### src/rtl/sht40_meas_scheduler.sv
// SHT40 measurement scheduler: periodic/one-shot measure command, conversion wait, 6-byte read, retry on NACK.
// Define SHT40_CRC_CHECK_EN to verify the sensor CRC-8 bytes; otherwise CHECK always passes.
module sht40_meas_scheduler #(
    parameter int         PERIOD_CYCLES = 1000,
    parameter int         CONV_CYCLES   = 200,
    parameter logic [6:0] SENSOR_ADDR   = 7'h44,
    parameter logic [7:0] MEAS_CMD      = 8'hFD,
    parameter int         MAX_RETRY     = 3
) (
    input  logic        clk,
    input  logic        rst_n,
    input  logic        Enable,
    input  logic        Trigger,
    output logic        Cmd_Valid,
    output logic        Cmd_Rw,
    output logic [6:0]  Cmd_Address,
    output logic [7:0]  Cmd_Byte,
    output logic [2:0]  Cmd_Len,
    input  logic        Cmd_Ready,
    input  logic        Rx_Valid,
    input  logic [7:0]  Rx_Byte,
    input  logic        Txn_Done,
    input  logic        Txn_Nack,
    output logic [15:0] Temperature_Output,
    output logic [15:0] Humidity_Output,
    output logic        Meas_Valid,
    output logic        CRC_Error,
    output logic        Nack_Error,
    output logic        Busy,
    output logic [3:0]  State_Out
);

    localparam int PW = (PERIOD_CYCLES > 1) ? $clog2(PERIOD_CYCLES) : 1;
    localparam int CW = (CONV_CYCLES > 1) ? $clog2(CONV_CYCLES) : 1;
    localparam int RW = $clog2(MAX_RETRY + 1);
    localparam logic [PW-1:0] PERIOD_LAST = PW'(PERIOD_CYCLES - 1);
    localparam logic [CW-1:0] CONV_LAST   = CW'(CONV_CYCLES - 1);
    localparam logic [RW-1:0] RETRY_LIMIT = RW'(MAX_RETRY);

    typedef enum logic [3:0] {
        IDLE      = 4'd0,
        SEND_CMD  = 4'd1,
        WAIT_CMD  = 4'd2,
        CONVERT   = 4'd3,
        SEND_READ = 4'd4,
        RX        = 4'd5,
        CHECK     = 4'd6,
        BACKOFF   = 4'd7
    } state_t;

    state_t        state_reg;
    logic [PW-1:0] period_cnt_reg;
    logic [CW-1:0] conv_cnt_reg;
    logic [RW-1:0] retry_reg;
    logic [2:0]    rx_cnt_reg;
    logic [7:0]    rx_buf_reg [0:5];

    logic          rx_store;
    logic [2:0]    rx_total;

    assign rx_store  = Rx_Valid && (rx_cnt_reg < 3'd6);
    assign rx_total  = rx_cnt_reg + {2'b00, rx_store};
    assign Busy      = (state_reg != IDLE);
    assign State_Out = state_reg;

`ifdef SHT40_CRC_CHECK_EN
    logic crc_err_reg;
    logic crc_ok;

    function automatic logic [7:0] crc8_pair(input logic [7:0] a, input logic [7:0] b);
        logic [7:0] crc;
        crc = 8'hFF ^ a;
        for (int i = 0; i < 8; i++)
            crc = crc[7] ? ((crc << 1) ^ 8'h31) : (crc << 1);
        crc = crc ^ b;
        for (int i = 0; i < 8; i++)
            crc = crc[7] ? ((crc << 1) ^ 8'h31) : (crc << 1);
        return crc;
    endfunction

    assign crc_ok    = (crc8_pair(rx_buf_reg[0], rx_buf_reg[1]) == rx_buf_reg[2]) &&
                       (crc8_pair(rx_buf_reg[3], rx_buf_reg[4]) == rx_buf_reg[5]);
    assign CRC_Error = crc_err_reg;
`else
    assign CRC_Error = 1'b0;
`endif

    always_ff @(posedge clk) begin
        if (!rst_n) begin
            state_reg          <= IDLE;
            period_cnt_reg     <= '0;
            conv_cnt_reg       <= '0;
            retry_reg          <= '0;
            rx_cnt_reg         <= '0;
            for (int i = 0; i < 6; i++) rx_buf_reg[i] <= 8'h00;
            Cmd_Valid          <= 1'b0;
            Cmd_Rw             <= 1'b0;
            Cmd_Address        <= 7'h00;
            Cmd_Byte           <= 8'h00;
            Cmd_Len            <= 3'd0;
            Temperature_Output <= 16'h0000;
            Humidity_Output    <= 16'h0000;
            Meas_Valid         <= 1'b0;
            Nack_Error         <= 1'b0;
`ifdef SHT40_CRC_CHECK_EN
            crc_err_reg        <= 1'b0;
`endif
        end else begin
            Meas_Valid <= 1'b0;
`ifdef SHT40_CRC_CHECK_EN
            crc_err_reg <= 1'b0;
`endif
            case (state_reg)
                IDLE: begin
                    // A coinciding Trigger and period expiry fall into the same single start.
                    if (Trigger || (Enable && period_cnt_reg == PERIOD_LAST)) begin
                        period_cnt_reg <= '0;
                        state_reg      <= SEND_CMD;
                        Cmd_Valid      <= 1'b1;
                        Cmd_Rw         <= 1'b0;
                        Cmd_Address    <= SENSOR_ADDR;
                        Cmd_Byte       <= MEAS_CMD;
                        Cmd_Len        <= 3'd0;
                    end else if (Enable) begin
                        period_cnt_reg <= period_cnt_reg + 1'b1;
                    end else begin
                        period_cnt_reg <= '0;
                    end
                end
                SEND_CMD: begin
                    if (Cmd_Ready) begin
                        Cmd_Valid <= 1'b0;
                        state_reg <= WAIT_CMD;
                    end
                end
                WAIT_CMD: begin
                    if (Txn_Done) begin
                        conv_cnt_reg <= '0;
                        if (Txn_Nack) begin
                            retry_reg <= retry_reg + 1'b1;
                            state_reg <= BACKOFF;
                        end else begin
                            state_reg <= CONVERT;
                        end
                    end
                end
                CONVERT: begin
                    if (conv_cnt_reg == CONV_LAST) begin
                        conv_cnt_reg <= '0;
                        state_reg    <= SEND_READ;
                        Cmd_Valid    <= 1'b1;
                        Cmd_Rw       <= 1'b1;
                        Cmd_Address  <= SENSOR_ADDR;
                        Cmd_Byte     <= 8'h00;
                        Cmd_Len      <= 3'd6;
                    end else begin
                        conv_cnt_reg <= conv_cnt_reg + 1'b1;
                    end
                end
                SEND_READ: begin
                    if (Cmd_Ready) begin
                        Cmd_Valid  <= 1'b0;
                        rx_cnt_reg <= '0;
                        state_reg  <= RX;
                    end
                end
                RX: begin
                    if (rx_store) begin
                        rx_buf_reg[rx_cnt_reg] <= Rx_Byte;
                        rx_cnt_reg             <= rx_total;
                    end
                    if (Txn_Done) begin
                        if (Txn_Nack || rx_total != 3'd6) begin
                            conv_cnt_reg <= '0;
                            retry_reg    <= retry_reg + 1'b1;
                            state_reg    <= BACKOFF;
                        end else begin
                            state_reg <= CHECK;
                        end
                    end
                end
                CHECK: begin
`ifdef SHT40_CRC_CHECK_EN
                    if (crc_ok) begin
                        Temperature_Output <= {rx_buf_reg[0], rx_buf_reg[1]};
                        Humidity_Output    <= {rx_buf_reg[3], rx_buf_reg[4]};
                        Meas_Valid         <= 1'b1;
                        Nack_Error         <= 1'b0;
                    end else begin
                        crc_err_reg <= 1'b1;
                    end
`else
                    Temperature_Output <= {rx_buf_reg[0], rx_buf_reg[1]};
                    Humidity_Output    <= {rx_buf_reg[3], rx_buf_reg[4]};
                    Meas_Valid         <= 1'b1;
                    Nack_Error         <= 1'b0;
`endif
                    // A finished measurement, good or bad, starts the next one with a fresh retry budget.
                    retry_reg <= '0;
                    state_reg <= IDLE;
                end
                BACKOFF: begin
                    if (retry_reg >= RETRY_LIMIT) begin
                        Nack_Error <= 1'b1;
                        retry_reg  <= '0;
                        state_reg  <= IDLE;
                    end else if (conv_cnt_reg == CONV_LAST) begin
                        conv_cnt_reg <= '0;
                        state_reg    <= SEND_CMD;
                        Cmd_Valid    <= 1'b1;
                        Cmd_Rw       <= 1'b0;
                        Cmd_Address  <= SENSOR_ADDR;
                        Cmd_Byte     <= MEAS_CMD;
                        Cmd_Len      <= 3'd0;
                    end else begin
                        conv_cnt_reg <= conv_cnt_reg + 1'b1;
                    end
                end
                default: state_reg <= IDLE;
            endcase
        end
    end

endmodule

### config.mk
export PLATFORM = sky130hd
export DESIGN_NAME = sht40_meas_scheduler
export DESIGN_NICKNAME = d
export VERILOG_FILES = /design/src/rtl/sht40_meas_scheduler.sv
export SDC_FILE = /design/constraint.sdc
export NUM_CORES = 1
export LEC_CHECK = 0
export CAP_MARGIN = 5
export CELL_PAD_IN_SITES_DETAIL_PLACEMENT = 1
export CELL_PAD_IN_SITES_GLOBAL_PLACEMENT = 1
export CORE_MARGIN = 2
export CORE_UTILIZATION = 43
export DETAILED_ROUTE_END_ITERATION = 7
export MAX_ROUTING_LAYER = met4
export PLACE_DENSITY = 0.92
export SYNTH_ARGS = -nofsm -noshare
export SYNTH_HDL_FRONTEND = slang
export SYNTH_SLANG_ARGS = --single-unit
export TNS_END_PERCENT = 10
### constraint.sdc
create_clock -name clk -period 3.23 [get_ports clk]
set_input_delay 0.323 -clock clk [delete_from_list [all_inputs] [get_ports clk]]
set_output_delay 0.323 -clock clk [all_outputs]
set_load 0.02 [all_outputs]
==> results of run 1 <==
[final cells by class]
type                            instances  area share (%)
Tap cell                              133           3.203
Timing Repair Buffer                   76           14.16
Clock inverter                          6           1.421
Multi-Input combinational cell        329           35.11
Sequential cell                        96           43.15
Inverter                                7          0.5057
Clock buffer                           10           2.456
[metal layers]
metal,up-vias,routed length [um],track usage [%]
li1,1708,-,-
met1,1816,4998,27.20
met2,98,6336,41.44
met3,20,568,3.084
met4,0,243,9.170
met5,-,0,-
[worst max-delay path, stage by stage, from the launching register on]
cell,delay [ns]
dfxtp_1,0.51
a21boi_1,0.16
ha_1,0.21
ha_1,0.23
xnor2_1,0.15
nor4b_1,0.07
buf_4,0.15
o21a_1,0.29
or4_1,0.51
a21oi_1,0.18
[cell usage in the layout (no fill, tap or decap), types with 10 or more instances in the layout]
master           count
clkdlybuf4s50_1     66
nand3_1             10
nand2_1             87
and2_1              28
a21oi_1             57
edfxtp_1            32
buf_4               10
o21ai_1             10
dfxtp_1             64
and3_1              10
nor2_1              21
[logic make-up (layout without fill, tap and decap cells)]
kind of cell / Yosys count / in the layout / share of synthesized area, %
flip-flops: 96 / 96 / 52.40
XOR/XNOR: 2 / 2 / 0.4094
AO/OA/AOI/OAI: 107 / 107 / 15.29
multiplexers: 3 / 3 / 0.7310
AND/OR/NAND/NOR: 203 / 203 / 23.71
adder cells (fa/ha/maj): 5 / 5 / 1.462
other: 1 / 9 / 0.08764
buffers and inverters: 47 / 99 / 5.906
[worst paths after layout]
kind              depth (start not counted)          startpoint                 end
setup / recovery                          9       rx_cnt_reg[2]     conv_cnt_reg[6]
hold / removal                            2  Humidity_Output[6]  Humidity_Output[6]
setup reg to reg                          9       rx_cnt_reg[2]     conv_cnt_reg[6]
hold reg to reg                           2  Humidity_Output[6]  Humidity_Output[6]
[per-stage QoR]
step | hold WS, ns | utilization, % | cell area [sq um] | setup WS [ns] | total power [uW]
after global routing | 0.4863 | 53.41 | 5196 | 0.6041 | 2851
final | 0.4650 | 53.41 | 5196 | 0.6933 | 2738
after floorplan | 0.4356 | - | 4309 | 0.9638 | 1749
after CTS | 0.4716 | 53.41 | 5196 | 0.7310 | 2750
after detailed placement | 0.4546 | 51.34 | 4995 | 0.3889 | 1938
after global placement | 0.4430 | 51.34 | 4995 | 0.4918 | 1909
[power by group]
part | total [uW] | internal [uW] | switching (uW) | leakage, uW
logic | 580 | 232 | 348 | 0.000868
clock network | 822 | 370 | 452 | 0.0000954
registers | 1340 | 1290 | 48.5 | 0.000847
==> flow_summary.yaml, run 1 <==
global_routing:
  grtUsageTotal_pct: 23.48
  grt_overflow: 0
  grt_max_degree: 59
  antenna_found_initial: 0
  grt_pass1_vias: 3783
  grt_pass1_wl_um: 19630
die:
  die_h_um: 103.8
  die-area_sq_mm: 0.01077
  die_w_um: 103.8
  coreArea_sq_mm: 0.009729
  rows: 36
  ios: 76
  start_util_pct: 43.98
critical_path:
  r2r_setup_slack_ns: 0.69
  worst-path-max-fanout: 10
  crit_type: "flip-flop to flip-flop"
  cp.arrival_ns: 2.83
  end_kind: "flip-flop"
  required_ns: 3.52
  critPathLaunchType: "flip-flop"
clock_tree:
  cts_sinks: 96
  numCtsBuffers: 9
  cts-hold-fix-buffers: 0
  clockRootBuffer: "clkbuf_8"
  cts_tree: "done"
  clock_latency_ns: 0.36
  clockBufferDepth: 2
  clk_pin_slew_ns: 0.10
  cts_setup_buffers: 0
  cts-resized-gates: 0
  htreeDepth: 3
layout:
  final_cells: 657
  fillCellCount: 1155
  largest_reg_flops: 32
  antenna_cells: 0
  multi_input_area_sq_mm: 0.001824
  syn_to_final_growth_pct: 21.43
  final_nets: 540
  drive_gt1_share_pct: 6.298
  regArea_sq_mm: 0.002242
timing:
  final_max_slew_viol_count: 0
  timing.final.crit_share_pct: 78.54
  worstMarginPinSlew_ns: 1.253
  hold_viol_final: 0
  fmax_mhz: 394.2
  relSlewSlack_pct: 16.45
  setup_viol: 0
  period_needed_ns: 2.537
  grt_setup_unrepaired: "false"
  skew_ns: 0.01169
  fin_tns_setup_ns: 0
drt:
  post-route-drc-count: 0
  drtPass1Iterations: 4
  drt_iter0_drc: 285
  wl_um: 12150
  vias: 3642
  wl_per_cell_um: 18.49
  viasPerCell: 5.543
  antenna_left: 0
yosys:
  synth_top_area_share_pct: 29.94
  yosys.area.top_type: "dfxtp_1"
  ys.flop_type: "dfxtp_1"
  synth-seq-area-share_pct: 52.40
  synth_commonest_cells: "nand2_1, dfxtp_1, a21oi_1"
  synth-edff-count: 32
  synth_area_leaders: "dfxtp_1, edfxtp_1, nand2_1"
  yosysMostFrequentCell: "nand2_1"
  ys_async_sr_fraction_pct: 0
  ys_warn_count: 0
  synthCells: 464
  syn_avg_cell_area_sq_um: 9.222
  synth_area_sq_mm: 0.004279
  synth.distinct_cells: 59
  synth-seq-cells: 96
place:
  hpwl_um: 8379
  globalplace.congestion: 0.8433
  port-buffer-count: 66
  dp.cells: 641
pwr:
  leakagePower_uw: 0.001811
  ir_worst_vdd_uv: 253.5
  power.density_mw_per_mm2: 526.9
min_path:
  min_path_type: "flip-flop to flip-flop"
run:
  maxCapViolations: 0
run_status:
  status: "finished, final reports clean"
Note: power is estimated with default switching activity, not from simulation.
==> inputs of run 2 (changes only) <==
--- a/config.mk
+++ b/config.mk
@@ -9,10 +9,10 @@
 export CELL_PAD_IN_SITES_DETAIL_PLACEMENT = 1
 export CELL_PAD_IN_SITES_GLOBAL_PLACEMENT = 1
 export CORE_MARGIN = 2
-export CORE_UTILIZATION = 43
+export CORE_UTILIZATION = 40
 export DETAILED_ROUTE_END_ITERATION = 7
 export MAX_ROUTING_LAYER = met4
-export PLACE_DENSITY = 0.92
+export PLACE_DENSITY = 0.87
 export SYNTH_ARGS = -nofsm -noshare
 export SYNTH_HDL_FRONTEND = slang
 export SYNTH_SLANG_ARGS = --single-unit
==> constraint.sdc (replaced) <==
create_clock -name clk -period 2.4 [get_ports clk]
set_input_delay 0.24 -clock clk [delete_from_list [all_inputs] [get_ports clk]]
set_output_delay 0.24 -clock clk [all_outputs]
set_load 0.02 [all_outputs]
==> run 2 against run 1 <==
Net effect: global-route usage shrank 1.2 points; clock skew up 0.0024 ns; total power grew 37%; largest power group unchanged; combinational power rose by 48%; non-clock buffer count grew 17; critical endpoint is now Busy; sequential share of layout area fell by 1.0 points; worst hold slack worse by 0.0040 ns; final cell count up 3.0%; register-to-register slack got worse by 0.54 ns.
==> flow_summary.yaml, run 2 (same netlist as run 1, synthesis figures left out) <==
drt:
  wl_um: 12030
  viasPerCell: 5.462
  wl_per_cell_um: 17.78
  post-route-drc-count: 0
  drt_iter0_drc: 114
  vias: 3698
  antenna_left: 0
  drtPass1Iterations: 4
critical_path:
  cp_common_cell: "buf_4"
  cp.arrival_ns: 2.03
  path_buf_inv: 4
  worst-path-max-fanout: 10
  r2r_setup_slack_ns: 0.15
  end_kind: "primary output"
  worst_path_largest_cell_delay_ns: 0.60
  crit_type: "flip-flop to primary output"
  critPathLaunchType: "flip-flop"
  path_delay_family: "buffers and inverters"
  crit_chain: "buf_4, nor3_1, buf_4, inv_2, clkdlybuf4s50_1"
  slowest_stage: "clkdlybuf4s50_1"
  required_ns: 2.16
die:
  die_w_um: 107.4
  start_util_pct: 41.26
  die_h_um: 107.4
  die-area_sq_mm: 0.01154
  rows: 37
  ios: 76
  coreArea_sq_mm: 0.01037
layout:
  antenna_cells: 0
  final_cell_area_sq_mm: 0.005325
  final_nets: 557
  final_cells: 677
  final_common_cell: "nand2_1"
  drive_gt1_share_pct: 9.242
  largest_reg_flops: 32
  fillCellCount: 1225
  final_cell_mix: "nand2_1, clkdlybuf4s50_1, dfxtp_1"
  syn_to_final_growth_pct: 24.44
timing:
  timing.final.crit_share_pct: 94.78
  worstMarginPinSlew_ns: 1.182
  hold_slack_ns: 0.4610
  relSlewSlack_pct: 21.17
  period_needed_ns: 2.275
  skew_ns: 0.01407
  final_max_slew_viol_count: 0
  fmax_mhz: 439.6
  grt_setup_unrepaired: "false"
  fin_tns_setup_ns: 0
  setup_viol: 0
  hold_viol_final: 0
clock_tree:
  clockBufferDepth: 2
  clockRootBuffer: "clkbuf_8"
  cts_sinks: 96
  numCtsBuffers: 9
  htreeDepth: 3
  cts_setup_buffers: 0
  clk_pin_slew_ns: 0.10
  cts-resized-gates: 0
  cts-hold-fix-buffers: 0
  cts_tree: "done"
  clock_latency_ns: 0.37
place:
  globalplace.congestion: 0.8739
  dp.cells: 661
  port-buffer-count: 66
  hpwl_um: 8505
  place_area_sq_mm: 0.005119
global_routing:
  grt_pass1_wl_um: 19490
  grt_overflow: 0
  antenna_found_initial: 0
  grtUsageTotal_pct: 22.32
  grt_pass1_vias: 3841
  grt_max_degree: 59
min_path:
  min_path_type: "flip-flop to flip-flop"
pwr:
  p_total_uw: 3759
  power.density_mw_per_mm2: 705.8
  leakagePower_uw: 0.001905
  ir_worst_vdd_uv: 364.9
run_status:
  status: "finished, final reports clean"
run:
  maxCapViolations: 0
==> run 2: routing by layer <==
layer	up-vias	part of all wire, %	GRT usage (%)
met5	-	0	-
met2	85	50	37.84
met4	0	2.1	8.516
met1	1839	44	27.38
met3	23	3.6	2.724
li1	1751	-	-
==> run 2: path summary, 6_finish.rpt <==
path	from	endpoint	depth (start not counted)
max	State_Out[2]	Busy	5
min reg2reg	Temperature_Output[12]	Temperature_Output[12]	2
max reg2reg	State_Out[2]	rx_buf_reg[0][4]	4
min	Temperature_Output[12]	Temperature_Output[12]	2
==> run 2: cell type report <==
class                   count  area [sq um]  area share [%]
flip-flops and latches     96          2242           42.11
well taps                 136         170.2           3.195
repair buffers             93         863.3           16.21
multi-input cells         329          1817           34.12
clock inverters             5         43.79          0.8224
inverters                   7         26.28          0.4934
clock buffers              11         162.7           3.055
==> run 2: worst min-delay path: cells and delay by family (launching register included) <==
kind	cells	cell delay (ns)
DFF	1	0.32
and+or+nand+nor	1	0.05
AOI/OAI and AO/OA	1	0.05
==> run 2: metrics by stage <==
stage	setup slack [ns]	utilization, %
after floorplan	0.1338	-
after global placement	-0.1474	49.36
after detailed placement	-0.2397	49.36
after CTS	0.1365	51.35
after global routing	0.006567	51.35
final	0.1252	51.35
==> run 2: power breakdown <==
part / switching (uW) / internal [uW] / leakage, uW / total, uW
Sequential: 64.3 / 1730 / 0.000847 / 1800
Clock: 614 / 485 / 0.000105 / 1100
Combinational: 493 / 369 / 0.000953 / 861
Total: 1170 / 2590 / 0.00190 / 3760
==> inputs of run 3 (changes only) <==
--- a/config.mk
+++ b/config.mk
@@ -5,7 +5,7 @@
 export SDC_FILE = /design/constraint.sdc
 export NUM_CORES = 1
 export LEC_CHECK = 0
-export CAP_MARGIN = 5
+export CAP_MARGIN = 20
 export CELL_PAD_IN_SITES_DETAIL_PLACEMENT = 1
 export CELL_PAD_IN_SITES_GLOBAL_PLACEMENT = 1
 export CORE_MARGIN = 2
==> run 3 against run 2 <==
Net effect: fmax up 0.12%; non-clock buffer count increased by 1; sequential share of layout area is 0.12 points lower; total power is essentially flat; clock skew decreased by 0.00081 ns; die area is the same; combinational power hardly changed; largest power group unchanged; highest routed layer unchanged.
==> flow_summary.yaml, run 3 (same netlist as run 1, synthesis figures left out) <==
global_routing:
  grt_overflow: 0
  grt_max_degree: 59
  grt_pass1_wl_um: 19490
  grt_pass1_vias: 3841
  grtUsageTotal_pct: 22.32
  antenna_found_initial: 0
drt:
  viasPerCell: 5.444
  antenna_left: 0
  wl_um: 12120
  vias: 3691
  post-route-drc-count: 0
  wl_per_cell_um: 17.87
  drtPass1Iterations: 6
  drt_iter0_drc: 128
pwr:
  netSwitchingPower_uw: 1168
  p_int_uw: 2588
  leakagePower_uw: 0.001912
  swShare_pct: 31.10
  power.density_mw_per_mm2: 703.4
  p_total_uw: 3756
  seqPwrFrac_pct: 47.9
  ir_worst_vdd_uv: 365.2
  comb_power_share_pct: 23.0
  pwr-share-clk_pct: 29.1
clock_tree:
  cts_sinks: 96
  clock_latency_ns: 0.37
  cts_setup_buffers: 0
  clockRootBuffer: "clkbuf_8"
  numCtsBuffers: 9
  cts_tree: "done"
  cts-hold-fix-buffers: 0
  cts-resized-gates: 0
  clk_pin_slew_ns: 0.10
  clockBufferDepth: 2
  htreeDepth: 3
die:
  die-area_sq_mm: 0.01154
  ios: 76
  die_w_um: 107.4
  rows: 37
  start_util_pct: 41.26
  die_h_um: 107.4
  coreArea_sq_mm: 0.01037
timing:
  setup_viol: 0
  worstMarginPinSlew_ns: 0.8480
  period_needed_ns: 2.272
  final_max_slew_viol_count: 0
  grt_setup_unrepaired: "false"
  hold_slack_ns: 0.4611
  timing.final.crit_share_pct: 94.67
  skew_ns: 0.01326
  hold_viol_final: 0
  fmax_mhz: 440.1
  fin_ws_ns: 0.1279
  relSlewSlack_pct: 42.85
layout:
  regArea_sq_mm: 0.002242
  antenna_cells: 0
  final_nets: 558
  drive_gt1_share_pct: 9.410
  final_cell_mix: "nand2_1, clkdlybuf4s50_1, dfxtp_1"
  largest_reg_flops: 32
  fillCellCount: 1227
  syn_to_final_growth_pct: 24.80
  final_common_cell: "nand2_1"
  multi_input_area_sq_mm: 0.001817
  final_cells: 678
place:
  port-buffer-count: 66
  dp.cells: 661
  pre_cts_slack_ns: -0.2397
  hpwl_um: 8505
  globalplace.congestion: 0.8739
critical_path:
  crit_type: "flip-flop to primary output"
  critPathLaunchType: "flip-flop"
  path_delay_family: "buffers and inverters"
  cp.arrival_ns: 2.03
  cp_common_cell: "buf_4"
  worst_path_largest_cell_delay_ns: 0.60
  path_buf_inv: 4
  slowest_stage: "clkdlybuf4s50_1"
  worst-path-max-fanout: 10
  end_kind: "primary output"
  crit_chain: "buf_4, nor3_1, buf_4, inv_2, clkdlybuf4s50_1"
  required_ns: 2.16
min_path:
  min_path_type: "flip-flop to flip-flop"
run_status:
  status: "finished, final reports clean"
run:
  maxCapViolations: 0
## run 3: routing by layer
metal,vias to the layer above,part of all wire [%],global-route usage (%)
li1,1750,-,-
met1,1832,43,27.38
met2,86,51,37.84
met3,23,3.9,2.724
met4,0,2.1,8.516
met5,-,0,-
## run 3: layout make-up
cell class,count,area share [%]
tap,136,3.187
sequential,96,41.99
timing repair buffer,94,16.45
clock inverter,5,0.8201
multi-input combinational,329,34.02
clock buffer,11,3.046
inverter,7,0.4920
## run 3: tightest hold or removal path, stage by stage (launching register included)
cell	delay, ns
dfxtp_1	0.32
nand2_1	0.05
a21oi_1	0.05
## run 3: path summary, 6_finish.rpt
| kind | slack (ns) | startpoint | to | cells past startpoint |
|---|---|---|---|---|
| setup / recovery | 0.13 | State_Out[2] | Busy | 5 |
| hold / removal | 0.46 | Temperature_Output[12] | Temperature_Output[12] | 2 |
| setup reg to reg | 0.15 | conv_cnt_reg[0] | State_Out[0] | 6 |
| hold reg to reg | 0.46 | Temperature_Output[12] | Temperature_Output[12] | 2 |
## run 3: metrics by stage
step / area, sq um / utilization (%) / setup TNS (ns)
floorplan: 4309 / - / 0
detailed placement: 5119 / 49.36 / -1.132
global route: 5340 / 51.50 / 0
CTS: 5325 / 51.35 / 0
global placement: 5119 / 49.36 / -0.3602
finish: 5340 / 51.50 / 0
## run 3: power by group through the flow
| stage | logic [uW] | clock network [uW] | registers, uW |
|---|---|---|---|
| after floorplan | 499 | 0 | 1850 |
| after global placement | 829 | 0 | 1830 |
| after detailed placement | 857 | 0 | 1830 |
| after CTS | 864 | 1120 | 1800 |
| after global routing | 931 | 1190 | 1810 |
| final | 862 | 1090 | 1800 |
